==> config.mk <==
export PLATFORM = sky130hd
export DESIGN_NAME = output_port_arbiter
export DESIGN_NICKNAME = d
export VERILOG_FILES = /design/src/rtl/output_port_arbiter_pkg.sv /design/src/rtl/output_port_arbiter_rr_priority_select.sv /design/src/rtl/output_port_arbiter.sv
export SDC_FILE = /design/constraint.sdc
export NUM_CORES = 1
export LEC_CHECK = 0
export CAP_MARGIN = 40
export CORE_ASPECT_RATIO = 0.5
export CORE_UTILIZATION = 24
export CTS_CLUSTER_DIAMETER = 120
export DETAILED_ROUTE_END_ITERATION = 8
export GPL_TIMING_DRIVEN = 0
export PLACE_DENSITY = 0.84
export SYNTH_ARGS = -nofsm -noshare
export SYNTH_HDL_FRONTEND = slang
export SYNTH_SLANG_ARGS = --single-unit
==> constraint.sdc <==
create_clock -name clk -period 2.11 [get_ports clk]
set_clock_uncertainty 0.15 [all_clocks]
set_input_delay 0.422 -clock clk [delete_from_list [all_inputs] [get_ports clk]]
set_output_delay 0.422 -clock clk [all_outputs]
set_load 0.1 [all_outputs]
==> src/rtl/output_port_arbiter_pkg.sv <==
// output_port_arbiter_pkg: shared widths, port indices, state encodings and default timeout
package output_port_arbiter_pkg;
`ifndef DATA_WIDTH
`define DATA_WIDTH 32
`endif
  localparam int DATA_WIDTH = `DATA_WIDTH;
  localparam int NUM_PORTS = 5;
  localparam int DEF_TIMEOUT = 255;
  localparam int PORT_N = 0;
  localparam int PORT_E = 1;
  localparam int PORT_S = 2;
  localparam int PORT_W = 3;
  localparam int PORT_L = 4;
  localparam logic ST_IDLE = 1'b0;
  localparam logic ST_LOCKED = 1'b1;
endpackage

==> src/rtl/output_port_arbiter_rr_priority_select.sv <==
// output_port_arbiter_rr_priority_select: one-hot first requester searching upward from ptr with wrap
module output_port_arbiter_rr_priority_select #(
  parameter int N = 5,
  parameter int PW = $clog2(N)
) (
  input  logic [N-1:0]  req,
  input  logic [PW-1:0] ptr,
  output logic [N-1:0]  win
);
  logic [N-1:0] hi;
  always_comb begin
    hi = req & ~((N'(1) << ptr) - N'(1));
    win = (|hi) ? (hi & (~hi + N'(1))) : (req & (~req + N'(1)));
  end
endmodule

==> src/rtl/output_port_arbiter.sv <==
// output_port_arbiter: round-robin wormhole arbiter for one router output port; ARB_TIMEOUT_EN adds forced lock release
module output_port_arbiter #(
  parameter int NUM_PORTS = output_port_arbiter_pkg::NUM_PORTS,
  parameter int DATA_WIDTH = output_port_arbiter_pkg::DATA_WIDTH,
  parameter int TIMEOUT = output_port_arbiter_pkg::DEF_TIMEOUT
) (
  input  logic                            clk,
  input  logic                            rst,
  input  logic [NUM_PORTS-1:0]            req,
  input  logic [NUM_PORTS-1:0]            tail,
  input  logic [NUM_PORTS*DATA_WIDTH-1:0] data_in,
  input  logic                            ready_in,
  output logic [NUM_PORTS-1:0]            ack,
  output logic [NUM_PORTS-1:0]            grant,
  output logic                            buf_en,
  output logic [DATA_WIDTH-1:0]           buf_data,
  output logic                            timeout_err
);
  import output_port_arbiter_pkg::*;
  localparam int PW = $clog2(NUM_PORTS);
  logic state_q, state_d;
  logic [NUM_PORTS-1:0] grant_q, grant_d, win;
  logic [PW-1:0] rr_ptr_q, rr_ptr_d, next_ptr;
  logic timeout_err_q, timeout_err_d;
  logic fire, last, to, rel;
  output_port_arbiter_rr_priority_select #(.N(NUM_PORTS), .PW(PW)) u_sel (
    .req(req),
    .ptr(rr_ptr_q),
    .win(win)
  );
`ifdef ARB_TIMEOUT_EN
  localparam int SW = $clog2(TIMEOUT + 1);
  logic [SW-1:0] stall_q, stall_d;
  always_comb begin
    to = state_q == ST_LOCKED && !fire && stall_q == SW'(TIMEOUT - 1);
    stall_d = (state_q == ST_LOCKED && !fire && !to) ? stall_q + SW'(1) : '0;
  end
  always_ff @(posedge clk) begin
    stall_q <= rst ? '0 : stall_d;
  end
`else
  logic unused_timeout;
  assign unused_timeout = ^TIMEOUT;
  assign to = 1'b0;
`endif
  always_comb begin
    fire = state_q == ST_LOCKED && |(req & grant_q) && ready_in;
    last = fire && |(tail & grant_q);
    rel = last || to;
    next_ptr = '0;
    buf_data = '0;
    for (int i = 0; i < NUM_PORTS; i++) begin
      next_ptr = grant_q[i] ? PW'((i + 1) % NUM_PORTS) : next_ptr;
      buf_data = buf_data | (data_in[i*DATA_WIDTH +: DATA_WIDTH] & {DATA_WIDTH{grant_q[i]}});
    end
    ack = fire ? grant_q : '0;
    buf_en = fire;
    state_d = (state_q == ST_IDLE) ? (|req ? ST_LOCKED : ST_IDLE) : (rel ? ST_IDLE : ST_LOCKED);
    grant_d = (state_q == ST_IDLE) ? win : (rel ? '0 : grant_q);
    rr_ptr_d = rel ? next_ptr : rr_ptr_q;
    timeout_err_d = to;
  end
  always_ff @(posedge clk) begin
    state_q <= rst ? ST_IDLE : state_d;
    grant_q <= rst ? '0 : grant_d;
    rr_ptr_q <= rst ? '0 : rr_ptr_d;
    timeout_err_q <= rst ? 1'b0 : timeout_err_d;
  end
  assign grant = grant_q;
  assign timeout_err = timeout_err_q;
endmodule

==> reports/summary.log <==
qor: outcome.status complete, but fails checks
qor: outcome.violations design-rule violations, negative setup slack
qor: cts.worst_path_clk_slew 40 ps
qor: cts.clock_latency 250 ps
qor: grt.grtUsageTotal 42.9%
qor: grt.grt_overflow_total 0
qor: timing.max_clock_freq 370 MHz
qor: flow_run.drv.max_cap_violation_count 0
qor: setup_path.critPathLaunch grant[0]
qor: timing.timing.final.crit_period 2700 ps
qor: setup_path.critical_path_required 1540 ps
qor: timing.worstMarginPinSlew 1050 ps
qor: synthesis.synth_cells 199
qor: place.preCtsSetupSlack -1060 ps
qor: floorplanning.die_height 56.8 um
qor: synthesis.synth_nets 372
qor: synthesis.top_cells_by_area_in_the_synthesized_netlist sky130_fd_sc_hd__a222oi_1, sky130_fd_sc_hd__a22oi_1, sky130_fd_sc_hd__dfxtp_1
qor: setup_path.ff2ff_path_depth 6
qor: place.finalWeightedCongestion 0.905
qor: synthesis.yosysMostFrequentCell sky130_fd_sc_hd__nand2_1
qor: timing.period_share 128%
qor: synthesis.syn_area_per_cell 7.23 um2
qor: setup_path.critical_path_endpoint buf_data[3]
qor: floorplanning.ios 217
qor: synthesis.synth_top_cell_by_area sky130_fd_sc_hd__a222oi_1
qor: grt.grt_max_degree 11
qor: power.cellPowerDensity 370 nW/um2
qor: timing.timing.final.setup_violations 41
qor: synthesis.post_synth_num_cell_types 44
qor: setup_path.rrSetupSlack -100 ps
qor: power.vdd_ir_drop_max 377 uV
qor: floorplanning.die_area 6330 um2
qor: routing.first_pass_iters 9
qor: timing.final_setup_slack_of_the_worst_path -595 ps
qor: cts.clock-root-buffer sky130_fd_sc_hd__clkbuf_16
qor: setup_path.worstPathArrival 2130 ps
qor: routing.drc 11
qor: setup_path.timing.critical_path.from_type flip-flop
qor: routing.route.vias.total 3596
qor: synthesis.synth_area 1440 um2
qor: setup_path.critPathCaptureType output port
qor: synthesis.ys.flop_type sky130_fd_sc_hd__dfxtp_1
qor: setup_path.worstSetupPathType reg -> out
qor: hold_path.worst_hold_path_type in -> reg
qor: finish.drive_above_1_share 35.0%
qor: finish.nets 628
qor: grt.antenna_violations_before_repair 1
qor: timing.report.final.slew_viol_count 0
qor: floorplanning.row_count 19
qor: timing.worst_slew_margin_rel 29.8%
qor: synthesis.synth-edff-count 0
qor: grt.grt_pass1_vias 3490
qor: routing.detailedRoute.firstIterationViolations 789
qor: synthesis.most_frequent_cells_after_synthesis sky130_fd_sc_hd__nand2_1, sky130_fd_sc_hd__a222oi_1, sky130_fd_sc_hd__a22oi_1, sky130_fd_sc_hd__clkbuf_1, sky130_fd_sc_hd__dfxtp_1
qor: setup_path.reg2reg_from grant[0]
qor: timing.fin_worst_hold_slack 469 ps
qor: synthesis.synth.ff_latch_count 9
qor: floorplanning.fp.dieW 112 um
qor: cts.cts.path.max_buffers 2
qor: routing.routed_wirelength 15900 um
qor: power.leak_pwr 0.00209 uW
qor: timing.rsz0062_at_grt yes
qor: grt.wire_length_of_the_first_global_routing_pass 20200 um
qor: setup_path.critPathMaxFanout 6
qor: synthesis.netlist.area_leader.share 23.7%
qor: floorplanning.starting_density_of_the_core 25.5%
qor: routing.wl_per_cell 30.0 um
qor: cts.clock_sink_count 9
qor: cts.cts_tree done
qor: synthesis.synthArstFlopShare 0%
qor: cts.htree_num_levels 1
qor: cts.tritoncts.num_buffers 3
qor: synthesis.ys.warnings.count 0
qor: place.place.port_buffers 215
qor: timing.timing.final.hold_violations 0
qor: synthesis.synth_sequential_area_ratio 12.5%
qor: routing.antenna_left 0
qor: finish.areaGrowthSynthToFinish 254%
qor: place.detailed_place_hpwl 9730 um
qor: floorplanning.floorplan.core_area 5630 um2
qor: routing.viasPerCell 6.80
qor: setup_path.r2r-end rr_ptr_q[0]
-- cell usage in the layout, fill, tap and decap left out, drive strengths merged, types with 2 or more instances in the layout --
master / synthesis / layout
nor2: 5 / 5
clkbuf: 10 / 17
a222oi: 34 / 34
dlymetal6s2s: 0 / 7
a211o: 2 / 2
o311ai: 2 / 2
a21oi: 3 / 3
o21ai: 4 / 4
and2: 4 / 4
o41ai: 2 / 2
nor3: 3 / 3
and3: 2 / 2
buf: 14 / 88
dlygate4sd2: 0 / 18
a22oi: 33 / 33
o21bai: 2 / 2
a32o: 3 / 3
dfxtp: 9 / 9
clkdlybuf4s50: 0 / 147
inv: 4 / 4
nand3: 2 / 2
clkdlybuf4s15: 0 / 2
nand2: 39 / 39
diode: 0 / 2
nor2b: 3 / 3
o211ai: 3 / 3
-- worst max-delay path: stages (launching register included) --
cell and delay, ps:
sky130_fd_sc_hd__dfxtp_4 380, sky130_fd_sc_hd__buf_6 150, sky130_fd_sc_hd__buf_8 130, sky130_fd_sc_hd__a222oi_1 900
sky130_fd_sc_hd__nand2_4 100, sky130_fd_sc_hd__buf_12 220
-- worst min path at each step --
stage / startpoint / endpoint / slack [ps] / cells after the start
4_1_cts: req[0] / grant[0] / 410 / 2
3_5_place_dp: state_q / grant[1] / 500 / 3
2_1_floorplan: rst / grant[1] / 330 / 1
6_report: req[0] / grant[0] / 470 / 2
3_3_place_gp: state_q / grant[1] / 490 / 3
5_1_grt: req[4] / state_q / 470 / 3
-- where the power goes --
part	switching [uW]	internal [uW]	leakage, uW
sequential	7.60	171	0.0000770
clock	104	255	0.0000382
combinational	726	619	0.00197
-- cell families (layout without fill, tap and decap cells) --
kind of cell	count (synthesis)	in the layout	share of synthesized area, %
AOI/OAI and AO/OA	97	97	58.0
and+or+nand+nor	64	64	20.4
buffers and inverters	28	283	8.78
DFF	9	9	12.5
other	1	3	0.261
-- stage by stage --
stage | utilization, % | TNS, ps | power (uW) | cells | instance area, um2
2_1_floorplan | - | -2090 | 762 | 199 | 1710
3_3_place_gp | 70.2 | -36860 | 1230 | 487 | 3960
3_5_place_dp | 83.7 | -24990 | 1470 | 530 | 4710
4_1_cts | 87.6 | -4160 | 1800 | 521 | 4930
5_1_grt | 90.3 | -8540 | 1910 | 529 | 5090
6_report | 90.3 | -7560 | 1880 | 529 | 5090
-- state kept, by name, indices dropped and copies added (netlist names) --
name	count
grant	5
rr_ptr_q	3
state_q	1
-- what timing repair did --
| item | 4_1_cts | 5_1_grt |
|---|---|---|
| endpoints found under the setup margin | 46 | 41 |
| cloned | 4 | 1 |
| resized for setup | 112 | 36 |
| hold buffers | 0 | 0 |
| buffers inserted | 24 | 5 |
| pin swaps | 50 | 44 |
-- area by class of cell --
| type | instances | area, um2 |
|---|---|---|
| timing repair buffer | 253 | 3000 |
| multi-input combinational | 162 | 1450 |
| fill | 188 | 544 |
| buffer | 22 | 260 |
| sequential | 9 | 199 |
| tap | 73 | 91.3 |
| clock buffer | 4 | 78.8 |
| inverter | 4 | 15.0 |
| antenna | 2 | 5.00 |
-- metal layers --
layer / track usage (%) / part of all wire, % / routed length, um / up-vias
met1: 43.2 / 32 / 5010 / 1647
met3: 12.2 / 13 / 2020 / 149
met4: 24.3 / 8.5 / 1350 / 0
met5: 0 / 0 / 0 / -
li1: - / - / - / 1365
met2: 81.0 / 47 / 7480 / 435
Note: power is estimated with default switching activity, not from simulation.
==> RTL edit: new RTL, same settings <==
The package constant `NUM_PORTS` goes from 5 to 4.
--- a/src/rtl/output_port_arbiter_pkg.sv
+++ b/src/rtl/output_port_arbiter_pkg.sv
@@ -6,3 +6,3 @@
   localparam int DATA_WIDTH = `DATA_WIDTH;
-  localparam int NUM_PORTS = 5;
+  localparam int NUM_PORTS = 4;
   localparam int DEF_TIMEOUT = 255;
Interface: changed (5 resized); port bits go from 217 to 181. The function was not compared with the original's and may differ.
==> RTL edit against the unedited design <==
The run ends with setup timing left; first-iteration DRC count fell by 87%; cell count fell by 17%; largest power group unchanged; total power down 13%; global-route usage decreased by 4.4 points; cell area is 15% lower; via count down 31%; count of clock-buffer cells in the layout unchanged; synthesized area shrank 14%; setup slack improved by 0.26 ns; sequential cell count shrank 2; wire length down 33%.
==> RTL edit: results <==
export IMPL_outcome="finished, violations left"
export IMPL_violations="setup timing"
export IMPL_setup_tns_ns=-0.8374
export IMPL_grt_total_usage_pct=38.49
export IMPL_p_leak_nw=1.622
export IMPL_largest_reg_flops=4
export IMPL_arrival_ns=1.87
export IMPL_synth_distinct_cells=36
export IMPL_postPlaceCellArea_mm2=0.004013
export IMPL_irDropWorstVdd_mv=0.5296
export IMPL_synth_seq_area_share_pct=11.36
export IMPL_grt_max_degree=12
export IMPL_viasPerCell=5.610
export IMPL_grt_pass1_wl_mm=14.80
export IMPL_avgSynthCellArea_um2=7.010
export IMPL_cts_root_buf="clkbuf_8"
export IMPL_setup_viol=6
export IMPL_place_hpwl_mm=7.073
export IMPL_synth_fp_nets=315
export IMPL_crit_fanout=10
export IMPL_drtPass1Iterations=4
export IMPL_worst_slack_ns=-0.3345
export IMPL_wirelength_mm=10.58
export IMPL_wl_per_cell_um=23.98
export IMPL_clk_latency_ns=0.23
export IMPL_antenna_cells=0
export IMPL_grt_pass1_vias=2660
export IMPL_nets=511
export IMPL_port_buffers=179
export IMPL_antenna_found_initial=0
export IMPL_ys_top_cells_by_count="64 x a22oi_1, 38 x nand2_1, 10 x clkbuf_1"
[RTL edit: cell count changes in the layout (fill, tap and decap cells not counted), sizes merged, moves of 3 or more]
cell           delta
dlymetal6s2s      -4
clkdlybuf4s50    -10
dlygate4sd2      -16
clkbuf            -4
a222oi           -34
buf              -29
o31ai             +3
a22oi            +35
o211ai            -3
a32o              -3
[RTL edit: logic make-up after synthesis]
group / share of synthesized area, %
other: 0.3040
AOI/OAI and AO/OA: 56.80
and+or+nand+nor: 21.91
buffers and inverters: 9.634
DFF: 11.36
[RTL edit: layout make-up]
class	instances	area, µm²
Sequential cell	7	155.1
Fill cell	186	606.8
Inverter	3	11.26
Timing Repair Buffer	192	2315
Clock buffer	4	45.04
Tap cell	70	87.58
Multi-Input combinational cell	146	1495
Buffer	19	216.5
[RTL edit: per-layer routing]
layer	global-route usage, %	wire length, µm	vias up
met5	0	0	-
met4	22.07	559	0
met3	8.667	480	50
met2	70.97	5639	118
met1	41.19	3896	1230
li1	-	-	1076
[RTL edit: worst paths after layout]
check	from	end	slack, ns	cells past startpoint
worst max-delay path	grant[3]$_SDFFE_PP0P_	buf_data[13]	-0.33	6
worst min-delay path	req[3]	grant[3]$_SDFFE_PP0P_	0.38	3
worst max register to register	grant[0]$_SDFFE_PP0P_	grant[0]$_SDFFE_PP0P_	0.24	8
worst min register to register	rr_ptr_q[0]$_SDFFE_PP0P_	rr_ptr_q[0]$_SDFFE_PP0P_	0.40	2
[RTL edit: timing repair]
| action | 4_1_cts | 5_1_grt |
|---|---|---|
| resized for setup | 135 | 19 |
| pin swaps | 19 | 14 |
| hold buffers | 0 | 0 |
| buffers inserted | 5 | 0 |
| endpoints found under the setup margin | 37 | 19 |
[RTL edit: worst max-delay path, cell delays in order (launching register included)]
cell             delay (ns)
dfxtp_4                0.35
buf_4                  0.20
buf_6                  0.20
a22oi_2                0.10
nand2_4                0.07
clkdlybuf4s50_1        0.51
buf_8                  0.20
[RTL edit: through the flow]
stage          hold slack [ns]  power, mW
2_1_floorplan           0.3496     0.7553
3_3_place_gp            0.3766      1.156
3_5_place_dp            0.3882      1.373
4_1_cts                 0.3814      1.625
5_1_grt                 0.4097      1.693
6_report                0.3817      1.644
[RTL edit: report_power, final]
part	total, mW	internal (mW)	switching (mW)
Sequential	0.145	0.135	0.00989
Combinational	1.31	0.576	0.734
Clock	0.189	0.131	0.0583
